[src/rtl/ccu2d_accum.sv]
// ccu2d_accum -- registered accumulator/counter behind a CCU2D-style carry chain.
//
// The arithmetic is modelled as WIDTH/2 two-bit slices. Each slice forms the
// propagate term the way an INIT-programmed CCU2D half does (INJECT1 = "NO"),
// and the ripple result is captured in flip-flops together with carry,
// signed-overflow and zero flags.
//
// Ports:
//   CK   in   1      clock, rising edge
//   CD   in   1      asynchronous clear, active-high
//   SP   in   1      clock enable; an operation is accepted only when SP=1
//   OP   in   2      00 hold, 01 add, 10 subtract, 11 load
//   CIN  in   1      carry into slice 0 (ignored for load)
//   B    in   WIDTH  operand
//   Q    out  WIDTH  accumulator register
//   CO   out  1      registered carry out of the last slice (1 = no borrow on subtract)
//   OV   out  1      registered signed-overflow flag
//   Z    out  1      registered flag, 1 when Q is all zeros
//   VLD  out  1      one-cycle strobe after each accepted operation
//
// Handshake: VLD is a valid-only strobe. There is no ready; every edge with
// SP=1 and CD=0 accepts the operation on OP/B/CIN, and VLD is high for exactly
// the following cycle. Back-to-back operations are allowed on every cycle.
module ccu2d_accum #(
  parameter int WIDTH = 16
) (
  input  logic             CK,
  input  logic             CD,
  input  logic             SP,
  input  logic [1:0]       OP,
  input  logic             CIN,
  input  logic [WIDTH-1:0] B,
  output logic [WIDTH-1:0] Q,
  output logic             CO,
  output logic             OV,
  output logic             Z,
  output logic             VLD
);

  if ((WIDTH % 2) != 0 || WIDTH < 2 || WIDTH > 64) begin : g_bad_width
    $fatal(1, "ccu2d_accum: WIDTH=%0d must be even and within 2..64", WIDTH);
  end

  localparam logic [1:0] OP_HOLD = 2'b00;
  localparam logic [1:0] OP_ADD  = 2'b01;
  localparam logic [1:0] OP_SUB  = 2'b10;
  localparam logic [1:0] OP_LOAD = 2'b11;

  logic [WIDTH-1:0] b_eff;  // operand after add/subtract selection
  logic [WIDTH-1:0] prop;   // per-bit propagate
  logic [WIDTH-1:0] s;      // chain sum bits
  logic [WIDTH:0]   c;      // c[i] is the carry into bit i; c[WIDTH] is the final COUT
  logic             ov;

  // Ripple chain: outer loop walks the slices, inner loop the two bits of a
  // slice. The carry into slice k is simply the carry out of its upper bit of
  // slice k-1, so the flat c[] vector is the slice-to-slice COUT/CIN wiring.
  always_comb begin
    b_eff = (OP == OP_SUB) ? ~B : B;
    prop  = '0;
    s     = '0;
    c     = '0;
    c[0]  = CIN;
    for (int k = 0; k < WIDTH / 2; k++) begin
      for (int j = 0; j < 2; j++) begin
        prop[2*k+j] = Q[2*k+j] ^ b_eff[2*k+j];
        s[2*k+j]    = prop[2*k+j] ^ c[2*k+j];
        // When the bit does not propagate, Q and b' are equal, so Q is the generate term.
        c[2*k+j+1]  = prop[2*k+j] ? c[2*k+j] : Q[2*k+j];
      end
    end
    // Overflow: both inputs share a sign and the result sign differs from it.
    ov = (Q[WIDTH-1] == b_eff[WIDTH-1]) && (s[WIDTH-1] != Q[WIDTH-1]);
  end

  always_ff @(posedge CK or posedge CD) begin
    if (CD) begin
      Q   <= '0;
      CO  <= 1'b0;
      OV  <= 1'b0;
      Z   <= 1'b1;
      VLD <= 1'b0;
    end else begin
      VLD <= SP;
      if (SP) begin
        case (OP)
          OP_HOLD: ;
          OP_ADD, OP_SUB: begin
            Q  <= s;
            CO <= c[WIDTH];
            OV <= ov;
            Z  <= (s == '0);
          end
          OP_LOAD: begin
            Q  <= B;
            CO <= 1'b0;
            OV <= 1'b0;
            Z  <= (B == '0);
          end
          // Only reachable with an unknown OP: poison the state rather than
          // silently picking an operation.
          default: begin
            Q  <= 'x;
            CO <= 1'bx;
            OV <= 1'bx;
            Z  <= 1'bx;
          end
        endcase
      end
    end
  end

endmodule

[config.mk]
export PLATFORM = sky130hd
export DESIGN_NAME = ccu2d_accum
export DESIGN_NICKNAME = d
export VERILOG_FILES = /design/src/rtl/ccu2d_accum.sv
export SDC_FILE = /design/constraint.sdc
export NUM_CORES = 1
export LEC_CHECK = 0
export ABC_CLOCK_PERIOD_IN_PS = 6300
export BUFFER_PORTS_ARGS = -buffer_cell sky130_fd_sc_hd__buf_2
export CAP_MARGIN = 30
export CORE_ASPECT_RATIO = 2
export CORE_MARGIN = 2
export CORE_UTILIZATION = 60
export CTS_BUF_LIST = sky130_fd_sc_hd__clkbuf_4 sky130_fd_sc_hd__clkbuf_8
export CTS_CLUSTER_SIZE = 40
export DETAILED_ROUTE_END_ITERATION = 10
export PLACE_DENSITY_LB_ADDON = 0.05
export SETUP_SLACK_MARGIN = 0.02
export SYNTH_ARGS = -nofsm -noshare
export SYNTH_HDL_FRONTEND = slang
export SYNTH_SLANG_ARGS = --single-unit
[constraint.sdc]
create_clock -name CK -period 6.3 [get_ports CK]
set_clock_uncertainty 0.2 [all_clocks]
set_input_delay 1.26 -clock CK [delete_from_list [all_inputs] [get_ports CK]]
set_output_delay 1.26 -clock CK [all_outputs]
set_load 0.01 [all_outputs]
# --- Yosys cells after proc, flatten, opt, wreduce, memory -nomap -nowiden ---
# Index checks and enable logic that the tools add are counted.
word_totals:
  input_bits: 22
  word_cells: 70
  output_inout_bits: 20
  regBits: 20
classes:
  bitwise: 33
  n_reduce_logical: 6
  n_eq_ne: 5
  mux: 21
ops:
  columns: ["operator", "n"]
  rows:
  - ["16-bit zero test", 2]
  - ["16-bit one-hot mux with 2 select lines", 1]
  - ["1-bit XOR", 32]
  - ["1-bit two-way mux", 16]
  - ["16-bit two-way mux", 1]
  - ["16-bit NOT", 1]
  - ["1-bit one-hot mux with 2 select lines", 3]
  - ["2-bit equality test, second input constant", 2]
  - ["2-bit by 1-bit equality test with 1-bit output, second input constant", 1]
  - ["2-bit AND reduction", 1]
  - ["2-bit nonzero test", 1]
  - ["2-bit OR reduction", 1]
  - ["1-bit equality test", 1]
  - ["1-bit logical AND", 1]
  - ["1-bit inequality test", 1]

# --- Longest topological paths before layout ---
# Gate-level depths: netlist of run 1.
logic_depth:
  word_depth: 22
  mapped_depth: 14
  depth_no_buf: 11

# --- Worst setup path before layout of run 1 ---
# OpenSTA, ideal clock, no wires.
synth_timing:
  path_type: "input-to-reg"
  startpoint: "input port B[4]"
  endpoint: "register Z"
  t_required_ns: 6.009
  arrival_ns: 3.759
  path_buffers: 2
  setup_ns: 0.091
  path_stages: 13
  setup_slack_ns: 2.250
  path_cell_list: "buf_2 -> xor2_1 -> nand2_1 -> o31ai_1 -> o21ai_1 -> a31oi_1 -> a21oi_1 -> o211a_1 -> clkbuf_1 -> xnor2_1 -> a2111oi_0 -> nand3_1 -> o31ai_1"
synth_via:
  elab_chain_len: 17
  elab_cells_between_ends: 29
  cone_classes: "13 x mux; 14 x bitwise; 2 x reduce/logical"
synth_rtl:
  columns: ["element", "line_no", "source"]
  rows:
  - ["start, declared", "32", "input logic [WIDTH-1:0] B,"]
  - ["16-bit NOT", "59", "b_eff = (OP == OP_SUB) ? ~B : B;"]
  - ["16-bit two-way mux", "59", null]
  - ["1-bit XOR", "66", "prop[2*k+j] = Q[2*k+j] ^ b_eff[2*k+j];"]
  - ["1-bit two-way mux (11 in series)", "69", "c[2*k+j+1] = prop[2*k+j] ? c[2*k+j] : Q[2*k+j];"]
  - ["1-bit XOR", "67", "s[2*k+j] = prop[2*k+j] ^ c[2*k+j];"]
  - ["16-bit zero test", "92", "Z <= (s == '0);"]
  - ["1-bit one-hot mux with 2 select lines *", "86", "case (OP)"]
  - ["end signal, assigned", "92", null]
  - ["end signal, assigned", "98", "Z <= (B == '0);"]
  - ["end, declared", "36", "output logic Z,"]
# Every way passes the cells marked *; elsewhere a longest branch is shown, timed or not.
# A chain may end at the register's enable or synchronous reset.

# --- Worst setup path after layout of run 1 ---
layout_timing:
  startpoint: "input port OP[0]"
  endpoint: "register Z"
layout_via:
  elab_chain_len: 21
  elab_cells_between_ends: 56
  cone_classes: "3 x eq/ne; 17 x mux; 32 x bitwise; 4 x reduce/logical"
layout_rtl:
  columns: ["element", "line_no", "source"]
  rows:
  - ["start, declared", "30", "input logic [1:0] OP,"]
  - ["2-bit equality test", "59, 86", null]
  - ["16-bit two-way mux", "59", null]
  - ["1-bit XOR", "66", null]
  - ["1-bit two-way mux (15 in series)", "69", null]
  - ["1-bit XOR", "67", null]
  - ["16-bit zero test", "92", null]
  - ["1-bit one-hot mux with 2 select lines", "86", null]
# Several ways; a longest one is shown, not always the timed one.

==> impl_results.rst, run 1 <==
.. list-table::
   :header-rows: 1

   * - Metric
     - Value
   * - Htree depth
     - 1
   * - EDFF count, synth
     - 0
   * - R2R cell count
     - 12
   * - Critical path, cell by cell
     - buf_2 > and2b_1 > xnor2_1 > a222oi_1 > nand2_1 > o21ai_1 > and3_1 > mux2i_1 > a2bb2oi_1 > a2111oi_0 > nand3_1 > o31ai_1
   * - Min-Delay Startpoint
     - OV$_DFFE_PP0P_
   * - Overall Global Routing Usage
     - 33.6%
   * - Clock sink total
     - 20
   * - Count of distinct cell types in the synthesized netlist
     - 64
   * - Largest fanout on the critical path
     - 40
   * - Row cnt
     - 37
   * - Final routed wirelength across all metal layers
     - 9970 microns
   * - Area fraction of the dominant cell type after synthesis
     - around 15%
   * - Final count of hold timing violations
     - 0
   * - DRC marker count from the first detailed-route iteration
     - about 260
   * - Number of ports placed on the die boundary
     - 42
   * - Critical Path Start Type
     - input port
   * - Slew at the pin closest to its max-slew limit
     - ~960 ps
   * - Relative slew slack
     - 36.1%
   * - Hold path depth
     - 1
   * - Via count
     - between 3000 and 4000
   * - Synthesized net count
     - roughly 490
   * - Initial antenna violation count
     - 0
   * - Antenna cell count
     - 0
   * - Main synth FF type
     - sky130_fd_sc_hd__dfrtp_1
   * - Number of global-route vias before repair
     - 3315
   * - Critical path launch point
     - OP[0]
   * - Data required, critical path
     - 6300 ps
   * - Number of storage elements in the synthesis netlist
     - 20
   * - Fraction of the cycle the final worst path needs
     - 84.5%
   * - Library cell occupying the most area in the post-synthesis netlist
     - sky130_fd_sc_hd__dfrtp_1
   * - Post-Syn Instances
     - 470
   * - Clock tree root buffer cell
     - sky130_fd_sc_hd__clkbuf_8
   * - PD cells
     - 402 nW/um^2
   * - Detailed Place HPWL
     - 7410 microns
   * - Type of the worst min-delay path
     - register to register
   * - Share of final-layout standard cells stronger than drive strength 1
     - 13.1%
   * - Max-cap violations
     - 0
   * - Post-layout min period
     - 5320 ps
   * - Residual antenna-violating net count after detailed routing
     - 0
   * - Arrival time at the worst endpoint
     - 5320 ps
   * - Grt met2 use
     - 58.0%
   * - Layer with the highest usage after global routing
     - met2
   * - Number of I/O port buffers
     - between 40 and 50
   * - Cell count after placement
     - 527
   * - Count of cells resized by post-cts repair
     - 0
   * - Total CTS buffers
     - 3
   * - Run status
     - finished clean
   * - Die Footprint
     - 5980 sq um
   * - Area grow syn2layout
     - 5.86%
   * - Most common cell in the synthesized netlist
     - sky130_fd_sc_hd__nor2_1
   * - Final design utilization
     - 66.0%
   * - CTS max path bufs
     - 2
   * - Detailed-router iteration count before antenna repair
     - 5
   * - Endpoint class of the critical path
     - register
   * - RSZ-0062 raised after global routing
     - no
   * - Count of hold buffers inserted by post-cts repair
     - 0
   * - Netlist area before placement
     - ~3200 sq um
   * - Top cells by area, synth
     - sky130_fd_sc_hd__dfrtp_1, sky130_fd_sc_hd__xnor2_1, sky130_fd_sc_hd__o21ai_0
   * - Largest stage delay, worst path
     - 870 ps
   * - Worst r2r src
     - Q[4]$_DFFE_PP0P_
   * - Pin count of the biggest net entering global routing
     - slightly above 40
   * - Sequential-to-total area share from yosys stat
     - 15.7%
   * - Final-report setup violation count
     - 0
   * - Cell type of the slowest stage on the worst timing path
     - sky130_fd_sc_hd__and2b_1
   * - Initial Util
     - 62.4%
   * - Post-route cell area
     - 3390 sq um
   * - Post-synthesis area per instance
     - a little under 7 sq um
   * - Final Non-Filler Cells
     - 531
   * - Via density per instance
     - 6.92
   * - Clock transition time at the flip-flop clock pins of the worst setup and hold paths
     - 90 ps
   * - Final setup TNS
     - 0 ps
   * - Wire length of the first global-routing pass
     - 15700 microns
   * - Post-CTS Setup Bufs
     - 0
   * - Power, Total
     - approximately 1.4 mW
   * - Synth warn
     - 0
   * - Max-slew violation count
     - 0
   * - Post-synth ARST share
     - 100%
   * - Horizontal die dimension
     - 55.7 microns
   * - Met1 Usage GRT
     - 35.3%
   * - Setup CP Type
     - input port to register
   * - Grt met3 use
     - around 2.5%
   * - RD Place Congestion
     - 0.994
   * - Largest vdd supply drop
     - 0.279 mV
   * - Post-Place Cell Area
     - 3340 sq um
   * - Core box area
     - 5140 sq um
   * - GR Overflow Total
     - 0
   * - Average wire per standard cell
     - 18.8 microns
   * - Chip height
     - 107 microns
   * - Clock insertion delay at the later pin of the skew report
     - 280 ps
   * - Final net count
     - 496
   * - Static Leakage
     - 1.40 nW
   * - Maximum clock frequency
     - 188 MHz
   * - Drc violations
     - 0
   * - CTS tree
     - done
   * - Top cells by instance count after synthesis
     - sky130_fd_sc_hd__nor2_1, sky130_fd_sc_hd__o21ai_0, sky130_fd_sc_hd__nand2_1, sky130_fd_sc_hd__a21oi_1, sky130_fd_sc_hd__xnor2_1
==> final timing paths <==
check,end,slack (ps)
setup / recovery,Z$_DFFE_PP1P_,980
hold / removal,OV$_DFFE_PP0P_,320
setup reg to reg,Z$_DFFE_PP1P_,2430
hold reg to reg,OV$_DFFE_PP0P_,320
max in group asynchronous,Q[7]$_DFFE_PP0P_,4330
min in group asynchronous,Q[15]$_DFFE_PP0P_,980
==> flip-flops by register name, summed over array words and instances (netlist names) <==
register and count:
Q 16, CO 1, VLD 1, Z 1
OV 1
==> critical path: cells and delay by family <==
| family | cells | cell delay [ps] |
|---|---|---|
| simple gates | 4 | 1540 |
| compound gates | 5 | 1810 |
| xor+xnor | 1 | 250 |
| buf+inv | 1 | 320 |
| mux | 1 | 120 |
==> report_power, final <==
part / internal [mW] / switching (mW) / total, mW / leakage (nW)
Clock: 0.0560 / 0.0532 / 0.109 / 0.0288
Sequential: 0.181 / 0.113 / 0.294 / 0.237
Combinational: 0.402 / 0.558 / 0.960 / 1.13
Total: 0.639 / 0.724 / 1.36 / 1.40
==> routing by layer <==
layer / part of all wire, % / vias up
li1: - / 1721
met1: 35 / 1722
met2: 51 / 168
met3: 5.3 / 64
met4: 8.5 / 0
met5: 0 / -
==> logic make-up after synthesis <==
| kind of cell | after synthesis | synth area share (%) |
|---|---|---|
| muxes | 16 | 5.11 |
| and+or+nand+nor | 151 | 22.9 |
| AOI/OAI and AO/OA | 170 | 35.0 |
| buffers and inverters | 66 | 8.32 |
| DFF | 20 | 15.7 |
| xor gates and xnor gates | 43 | 11.8 |
| adders and majority gates | 4 | 1.29 |
==> cell usage in the layout (no fill, tap or decap), drive strengths merged, types with 5 or more instances in the layout <==
cell type  synthesis  routed
nor2              48      48
buf               17      46
o21ai             46      46
nand2             36      36
a21oi             35      35
xnor2             33      33
dfrtp             19      19
inv               19      19
nand3             14      14
mux2i             13      13
xor2              10      10
o31ai              9       9
a31oi              9       9
a211oi             9       9
a22oi              9       9
nand2b             8       8
nand4              7       7
a21o               5       5
a221oi             5       5
nor4               5       5
or2                5       5
==> layout make-up <==
cell class | count | area, sq um
Timing Repair Buffer | 46 | 255
Multi-Input combinational cell | 384 | 2440
Fill cell | 494 | 1750
Tap cell | 58 | 72.6
Inverter | 19 | 71.3
Sequential cell | 20 | 502
Clock buffer | 4 | 55.1
==> metrics by stage <==
stage | setup slack, ps | hold WS, ps
final | 979 | 322
after global routing | 871 | 332
after CTS | 1190 | 321
after detailed placement | 913 | 296
after global placement | 988 | 290
after floorplan | 2250 | 344
Power figures use the tool's default switching activity.
==> run 2: changes to the inputs <==
--- a/config.mk
+++ b/config.mk
@@ -5,12 +5,13 @@
 export SDC_FILE = /design/constraint.sdc
 export NUM_CORES = 1
 export LEC_CHECK = 0
-export ABC_CLOCK_PERIOD_IN_PS = 6300
+export ABC_AREA = 1
+export ABC_CLOCK_PERIOD_IN_PS = 5500
 export BUFFER_PORTS_ARGS = -buffer_cell sky130_fd_sc_hd__buf_2
 export CAP_MARGIN = 30
 export CORE_ASPECT_RATIO = 2
 export CORE_MARGIN = 2
-export CORE_UTILIZATION = 60
+export CORE_UTILIZATION = 56
 export CTS_BUF_LIST = sky130_fd_sc_hd__clkbuf_4 sky130_fd_sc_hd__clkbuf_8
 export CTS_CLUSTER_SIZE = 40
 export DETAILED_ROUTE_END_ITERATION = 10
==> constraint.sdc (replaced) <==
create_clock -name CK -period 5.5 [get_ports CK]
set_clock_uncertainty 0.2 [all_clocks]
set_input_delay 1.1 -clock CK [delete_from_list [all_inputs] [get_ports CK]]
set_output_delay 1.1 -clock CK [all_outputs]
set_load 0.01 [all_outputs]
==> run 2 against run 1 <==
Compared with the run above: cell area down 38%; via count shrank 51%; clock power is 39% higher; clock-buffer cell count decreased by 1.
==> impl_results.rst, run 2 <==
.. list-table::
   :header-rows: 1

   * - Metric
     - Value
   * - Data required, critical path
     - 5500 ps
   * - Min-Delay Startpoint
     - OV$_DFFE_PP0P_
   * - Area grow syn2layout
     - 15.8%
   * - Die Footprint
     - 3760 sq um
   * - Crit path to
     - Z$_DFFE_PP1P_
   * - Reported net switching power
     - 0.445 mW
   * - Largest fanout on the critical path
     - 17
   * - Clock transition time at the flip-flop clock pins of the worst setup and hold paths
     - 80 ps
   * - Count of distinct cell types in the synthesized netlist
     - 27
   * - Clock tree root buffer cell
     - sky130_fd_sc_hd__clkbuf_8
   * - Largest vdd supply drop
     - ~0.24 mV
   * - Overall Global Routing Usage
     - 25.6%
   * - Relative slew slack
     - 45.5%
   * - R2R cell count
     - 28
   * - Reg with most FFs
     - Q
   * - Library cell occupying the most area in the post-synthesis netlist
     - sky130_fd_sc_hd__dfrtp_1
   * - Critical path launch point
     - OP[0]
   * - Sequential power share
     - 25.5%
   * - Commonest cells after routing, fill and taps aside
     - sky130_fd_sc_hd__nand2_1, sky130_fd_sc_hd__buf_2, sky130_fd_sc_hd__inv_1
   * - Row cnt
     - 29
   * - Grt met2 use
     - a little under half
   * - Fraction of the cycle the final worst path needs
     - 74.4%
   * - Share of final-layout standard cells stronger than drive strength 1
     - 29.1%
   * - Minimum setup slack among reg-to-reg paths
     - 2260 ps
   * - Clock insertion delay at the later pin of the skew report
     - approximately 270 ps
   * - Run status
     - finished clean
   * - Htree depth
     - 1
   * - Initial antenna violation count
     - 0
   * - Residual antenna-violating net count after detailed routing
     - 0
   * - Top cells by area, synth
     - sky130_fd_sc_hd__dfrtp_1, sky130_fd_sc_hd__xor2_1, sky130_fd_sc_hd__nand2_1
   * - Drc violations
     - 0
   * - Number of global-route vias before repair
     - 1760
   * - Setup CP Type
     - input port to register
   * - CTS tree
     - done
   * - Most common cell in the synthesized netlist
     - sky130_fd_sc_hd__nand2_1
   * - Final count of hold timing violations
     - 0
   * - Fraction of power spent switching nets
     - 46.9%
   * - Initial Util
     - between 50% and 60%
   * - Arrival time at the worst endpoint
     - 4090 ps
   * - Largest stage delay, worst path
     - 320 ps
   * - Cell type of the slowest stage on the worst timing path
     - sky130_fd_sc_hd__or3_1
   * - Final Non-Filler Cells
     - 330
   * - RD Place Congestion
     - 0.874
   * - Synth warn
     - 0
   * - Endpoint class of the critical path
     - register
   * - Layer with the highest usage after global routing
     - met2
   * - Via count
     - between 1500 and 2000
   * - Most common cell after layout, fill and taps aside
     - sky130_fd_sc_hd__nand2_1
   * - Average wire per standard cell
     - 13.1 microns
   * - Post-Syn Instances
     - 261
   * - Critical Path Start Type
     - input port
   * - Pin count of the biggest net entering global routing
     - 31
   * - Chip height
     - about 85 microns
   * - Sequential-to-total area share from yosys stat
     - 27.5%
   * - Grt met3 use
     - 2.15%
   * - Final routed wirelength across all metal layers
     - 4330 microns
   * - Count of hold buffers inserted by post-cts repair
     - 0
   * - Synthesized net count
     - 283
   * - Horizontal die dimension
     - 44.3 microns
   * - Netlist area before placement
     - 1820 sq um
   * - Total CTS buffers
     - 3
   * - Number of storage elements in the synthesis netlist
     - 20
   * - Detailed Place HPWL
     - 3380 microns
   * - Post-layout min period
     - about 4100 ps
   * - PD cells
     - roughly 450 nW/um^2
   * - Slew at the pin closest to its max-slew limit
     - 816 ps
   * - Hold_ws
     - 289 ps
   * - Power share of the clock group
     - 16.0%
   * - Post-CTS Setup Bufs
     - 0
   * - Final-report setup violation count
     - 0
   * - Area fraction of the dominant cell type after synthesis
     - 26.1%
   * - Cell count after placement
     - around 330
   * - Wire length of the first global-routing pass
     - around 7300 microns
   * - Number of I/O port buffers
     - 41
   * - Number of ports placed on the die boundary
     - 42
   * - Detailed-router iteration count before antenna repair
     - 4
   * - Combinational fraction of design power
     - about three fifths
   * - Count of cells resized by post-cts repair
     - 0
   * - Number of fill cells in the layout
     - 321
   * - Maximum clock frequency
     - ~240 MHz
   * - Type of the worst min-delay path
     - register to register
   * - Final net count
     - approximately 320
   * - EDFF count, synth
     - 0
   * - Post-synth ARST share
     - 100%
   * - CTS max path bufs
     - 2
   * - Static Leakage
     - roughly 1.2 nW
   * - GR Overflow Total
     - 0
   * - Post-synthesis area per instance
     - about 7.0 sq um
   * - Top cells by instance count after synthesis
     - sky130_fd_sc_hd__nand2_1, sky130_fd_sc_hd__inv_1, sky130_fd_sc_hd__nand3_1, sky130_fd_sc_hd__xor2_1, sky130_fd_sc_hd__nand2_2
   * - Max-slew violation count
     - 0
   * - Core box area
     - around 3200 sq um
   * - Via density per instance
     - 5.48
   * - Final setup TNS
     - 0 ps
   * - Antenna cell count
     - 0
   * - Main synth FF type
     - sky130_fd_sc_hd__dfrtp_1
   * - Critical register-to-register path endpoint
     - Z$_DFFE_PP1P_
   * - RSZ-0062 raised after global routing
     - no
   * - Worst path most repeated cell
     - sky130_fd_sc_hd__nand2_2
   * - Number of flip-flops in the largest register
     - 16
   * - Worst r2r src
     - Q[0]$_DFFE_PP0P_
   * - DRC marker count from the first detailed-route iteration
     - 36
   * - Met1 Usage GRT
     - 27.5%
   * - Clock sink total
     - 20
   * - Internal
     - 0.503 mW
   * - Max-cap violations
     - 0
==> run 2: critical path: cells and delay by family <==
family	cells	cell delay, ps
AO/OA/AOI/OAI	1	130
buffers and inverters	3	210
AND/OR/NAND/NOR	28	2660
==> run 2: through the flow <==
step                      total power [mW]  setup WS [ps]  instance area (sq um)  util, %
final                                0.947           1410                   2110     66.9
after detailed placement             0.799           1140                   2040     64.6
after global placement               0.791           1240                   2040     64.6
after global routing                  1.04           1070                   2110     66.9
after floorplan                      0.668           1730                   1820        -
after CTS                            0.955           1380                   2110     66.9
==> run 2: cells by family after synthesis <==
kind of cell	Yosys count	synth area share [%]
buffers and inverters	47	9.75
xor gates and xnor gates	27	13.4
and+or+nand+nor	131	38.2
DFF	20	27.5
AOI/OAI and AO/OA	36	11.1
==> run 2: final cells by class <==
class | count | area [sq um] | share of cell area, %
inverter | 40 | 150 | 7.11
clock buffer | 3 | 41.3 | 1.96
clock inverter | 1 | 30.0 | 1.42
tap | 31 | 38.8 | 1.84
multi-input combinational | 194 | 1140 | 54.2
sequential | 20 | 502 | 23.8
timing repair buffer | 41 | 205 | 9.72
==> run 2: per-layer routing <==
metal | vias up | wire (microns) | part of all wire, %
met2 | 34 | 2520 | 58
met1 | 845 | 1610 | 37
met3 | 9 | 112 | 2.6
met4 | 0 | 90 | 2.1
met5 | - | 0 | 0
li1 | 919 | - | -
==> run 2: worst min-delay path by stage <==
stage	end	slack [ps]	cells past startpoint
5_1_grt	OV$_DFFE_PP0P_	320	2
4_1_cts	OV$_DFFE_PP0P_	290	2
3_3_place_gp	OV$_DFFE_PP0P_	270	2
6_report	OV$_DFFE_PP0P_	290	2
3_5_place_dp	OV$_DFFE_PP0P_	270	2
2_1_floorplan	Z$_DFFE_PP1P_	310	2
==> run 2: power by group through the flow <==
stage,clock network [mW],registers (mW),logic (mW)
detailed placement,0,0.244,0.555
global route,0.160,0.247,0.629
finish,0.152,0.241,0.555
floorplan,0,0.265,0.402
CTS,0.154,0.242,0.560
global placement,0,0.243,0.548
==> run 3: changes to the inputs <==
--- a/config.mk
+++ b/config.mk
@@ -6,12 +6,12 @@
 export NUM_CORES = 1
 export LEC_CHECK = 0
 export ABC_AREA = 1
-export ABC_CLOCK_PERIOD_IN_PS = 5500
+export ABC_CLOCK_PERIOD_IN_PS = 3400
 export BUFFER_PORTS_ARGS = -buffer_cell sky130_fd_sc_hd__buf_2
 export CAP_MARGIN = 30
 export CORE_ASPECT_RATIO = 2
 export CORE_MARGIN = 2
-export CORE_UTILIZATION = 56
+export CORE_UTILIZATION = 51
 export CTS_BUF_LIST = sky130_fd_sc_hd__clkbuf_4 sky130_fd_sc_hd__clkbuf_8
 export CTS_CLUSTER_SIZE = 40
 export DETAILED_ROUTE_END_ITERATION = 10
==> constraint.sdc (replaced) <==
create_clock -name CK -period 3.4 [get_ports CK]
set_clock_uncertainty 0.2 [all_clocks]
set_input_delay 0.68 -clock CK [delete_from_list [all_inputs] [get_ports CK]]
set_output_delay 0.68 -clock CK [all_outputs]
set_load 0.01 [all_outputs]
==> run 3 against run 2 <==
Compared with the run above: critical path depth up 5; sequential share of layout area down 4.9 points; sequential power up 63%; global-route usage up 3.3 points; register-to-register slack worse by 2100 ps; critical path type unchanged; utilization up 11 points; cell area up 26%; hold slack worse by 5.1 ps; worst setup slack worse by 1400 ps; clock-buffer cell count unchanged; via count up 14%; critical endpoint unchanged; clock power up 62%.
==> impl_results.rst, run 3 (same netlist as run 2, synthesis figures left out) <==
.. list-table::
   :header-rows: 1

   * - Metric
     - Value
   * - Run status
     - finished clean
   * - Final setup TNS
     - 0 ps
   * - Area grow syn2layout
     - 45.8%
   * - Most common cell after layout, fill and taps aside
     - sky130_fd_sc_hd__buf_4
   * - Endpoint class of the critical path
     - register
   * - Combinational fraction of design power
     - 66.9%
   * - Die Footprint
     - 4100 sq um
   * - Critical Path Start Type
     - input port
   * - RSZ-0062 raised after global routing
     - yes
   * - Max-cap violations
     - 0
   * - Final-report setup violation count
     - 0
   * - Core box area
     - ~3400 sq um
   * - Min-Delay Startpoint
     - CO$_DFFE_PP0P_
   * - Final Non-Filler Cells
     - 391
   * - Worst r2r src
     - Q[0]$_DFFE_PP0P_
   * - Number of I/O port buffers
     - 41
   * - Via density per instance
     - 5.26
   * - Internal
     - 1.07 mW
   * - Residual antenna-violating net count after detailed routing
     - 0
   * - Wire length of the first global-routing pass
     - 8740 microns
   * - Total CTS buffers
     - 3
   * - Reported net switching power
     - 0.866 mW
   * - RD Place Congestion
     - a little over 0.8
   * - Critical path launch point
     - B[0]
   * - Drc violations
     - 0
   * - Share of final-layout standard cells stronger than drive strength 1
     - 44.3%
   * - Pin count of the biggest net entering global routing
     - 31
   * - Initial antenna violation count
     - 0
   * - Final net count
     - 366
   * - Clock insertion delay at the later pin of the skew report
     - 270 ps
   * - Detailed-router iteration count before antenna repair
     - 4
   * - Cell count after placement
     - 369
   * - Clock sink total
     - 20
   * - Arrival time at the worst endpoint
     - approximately 3400 ps
   * - Relative slew slack
     - roughly two fifths
   * - Post-layout min period
     - 3380 ps
   * - Number of flip-flops in the largest register
     - 16
   * - Reg with most FFs
     - Q
   * - GR Overflow Total
     - 0
   * - Largest fanout on the critical path
     - 4
   * - Count of hold buffers inserted by post-cts repair
     - 0
   * - Chip height
     - a little under 90 microns
   * - Largest vdd supply drop
     - 0.408 mV
   * - Data required, critical path
     - between 3000 and 4000 ps
   * - Via count
     - 2055
   * - Row cnt
     - 30
   * - Fraction of the cycle the final worst path needs
     - 99.4%
   * - Overall Global Routing Usage
     - 28.9%
   * - Number of global-route vias before repair
     - 2093
   * - CTS tree
     - done
   * - Detailed Place HPWL
     - approximately 3700 microns
   * - Power, Total
     - 1.94 mW
   * - Clock tree root buffer cell
     - sky130_fd_sc_hd__clkbuf_8
   * - Commonest cells after routing, fill and taps aside
     - sky130_fd_sc_hd__buf_4, sky130_fd_sc_hd__buf_2, sky130_fd_sc_hd__inv_1, sky130_fd_sc_hd__nand2_1, sky130_fd_sc_hd__nand2_2
   * - Final routed wirelength across all metal layers
     - 5710 microns
   * - Sequential power share
     - 20.3%
   * - Antenna cell count
     - 0
   * - DRC marker count from the first detailed-route iteration
     - 45
   * - Setup CP Type
     - input port to register
   * - Cell type of the slowest stage on the worst timing path
     - sky130_fd_sc_hd__buf_2
   * - Horizontal die dimension
     - 46.3 microns
   * - PD cells
     - roughly 730 nW/um^2
   * - Final count of hold timing violations
     - 0
   * - Worst path most repeated cell
     - sky130_fd_sc_hd__nand2_2
   * - Initial Util
     - 53.4%
   * - Number of ports placed on the die boundary
     - 42
   * - Clock transition time at the flip-flop clock pins of the worst setup and hold paths
     - 80 ps
   * - Fraction of power spent switching nets
     - 44.6%
   * - Maximum clock frequency
     - 296 MHz
   * - CTS max path bufs
     - 2
   * - Type of the worst min-delay path
     - register to register
   * - Slew at the pin closest to its max-slew limit
     - 883 ps
   * - Power share of the clock group
     - 12.8%
   * - Largest stage delay, worst path
     - about 150 ps
   * - Average wire per standard cell
     - 14.6 microns
   * - Max-slew violation count
     - 0
   * - Static Leakage
     - 1.43 nW
   * - Htree depth
     - 1
[run 3: cell types whose count changed in the layout (fill, tap and decap cells not counted), sizes merged]
cell	change
buf	+44
clkinv	+1
inv	-1
[run 3: repair_timing]
item,CTS,global route
endpoints found under the setup margin,4,8
pin swaps,19,30
buffers inserted,11,7
gates resized for setup,19,24
[run 3: worst paths after layout]
path                                endpoint  cells after the start  slack, ps
max in group asynchronous   Q[1]$_DFFE_PP0P_                      2       2120
min in group asynchronous  Q[13]$_DFFE_PP0P_                      2        360
hold reg to reg               CO$_DFFE_PP0P_                      2        280
hold / removal                CO$_DFFE_PP0P_                      2        280
setup / recovery               Z$_DFFE_PP1P_                     37         20
setup reg to reg           Q[15]$_DFFE_PP0P_                     36        160
[run 3: power groups by stage]
stage | sequential [mW] | combinational (mW) | clock, mW
6_report | 0.394 | 1.30 | 0.247
5_1_grt | 0.404 | 1.42 | 0.261
4_1_cts | 0.393 | 1.17 | 0.251
3_5_place_dp | 0.397 | 1.06 | 0
3_3_place_gp | 0.394 | 1.05 | 0
2_1_floorplan | 0.429 | 0.651 | 0
[run 3: cell type report]
class / count / area (sq um)
clock inverters: 1 / 30.0
multi-input cells: 194 / 1300
clock buffers: 3 / 41.3
repair buffers: 85 / 556
well taps: 48 / 60.1
flip-flops and latches: 20 / 502
inverters: 40 / 165
fillers: 270 / 758
[run 3: through the flow]
stage          setup slack, ps  util [%]  hold WS (ps)  cell area (sq um)
3_3_place_gp              -251      66.0           261               2260
4_1_cts                  -30.2      73.2           296               2500
2_1_floorplan             45.3         -           306               1820
5_1_grt                   -203      77.8           319               2660
3_5_place_dp              -330      66.0           275               2260
6_report                  19.2      77.8           284               2660
[run 3: critical path, delay by kind of cell]
family | cells | cell delay, ps
simple gates | 33 | 2190
compound gates | 1 | 140
buf+inv | 3 | 370
[run 3: routing by layer]
layer  track usage, %  vias up  routed length (microns)
met4             17.7        0                      340
met5                0        -                        0
met1             28.6      972                     1910
met2             53.4       55                     3280
li1                 -     1002                        -
met3             2.65       26                      186
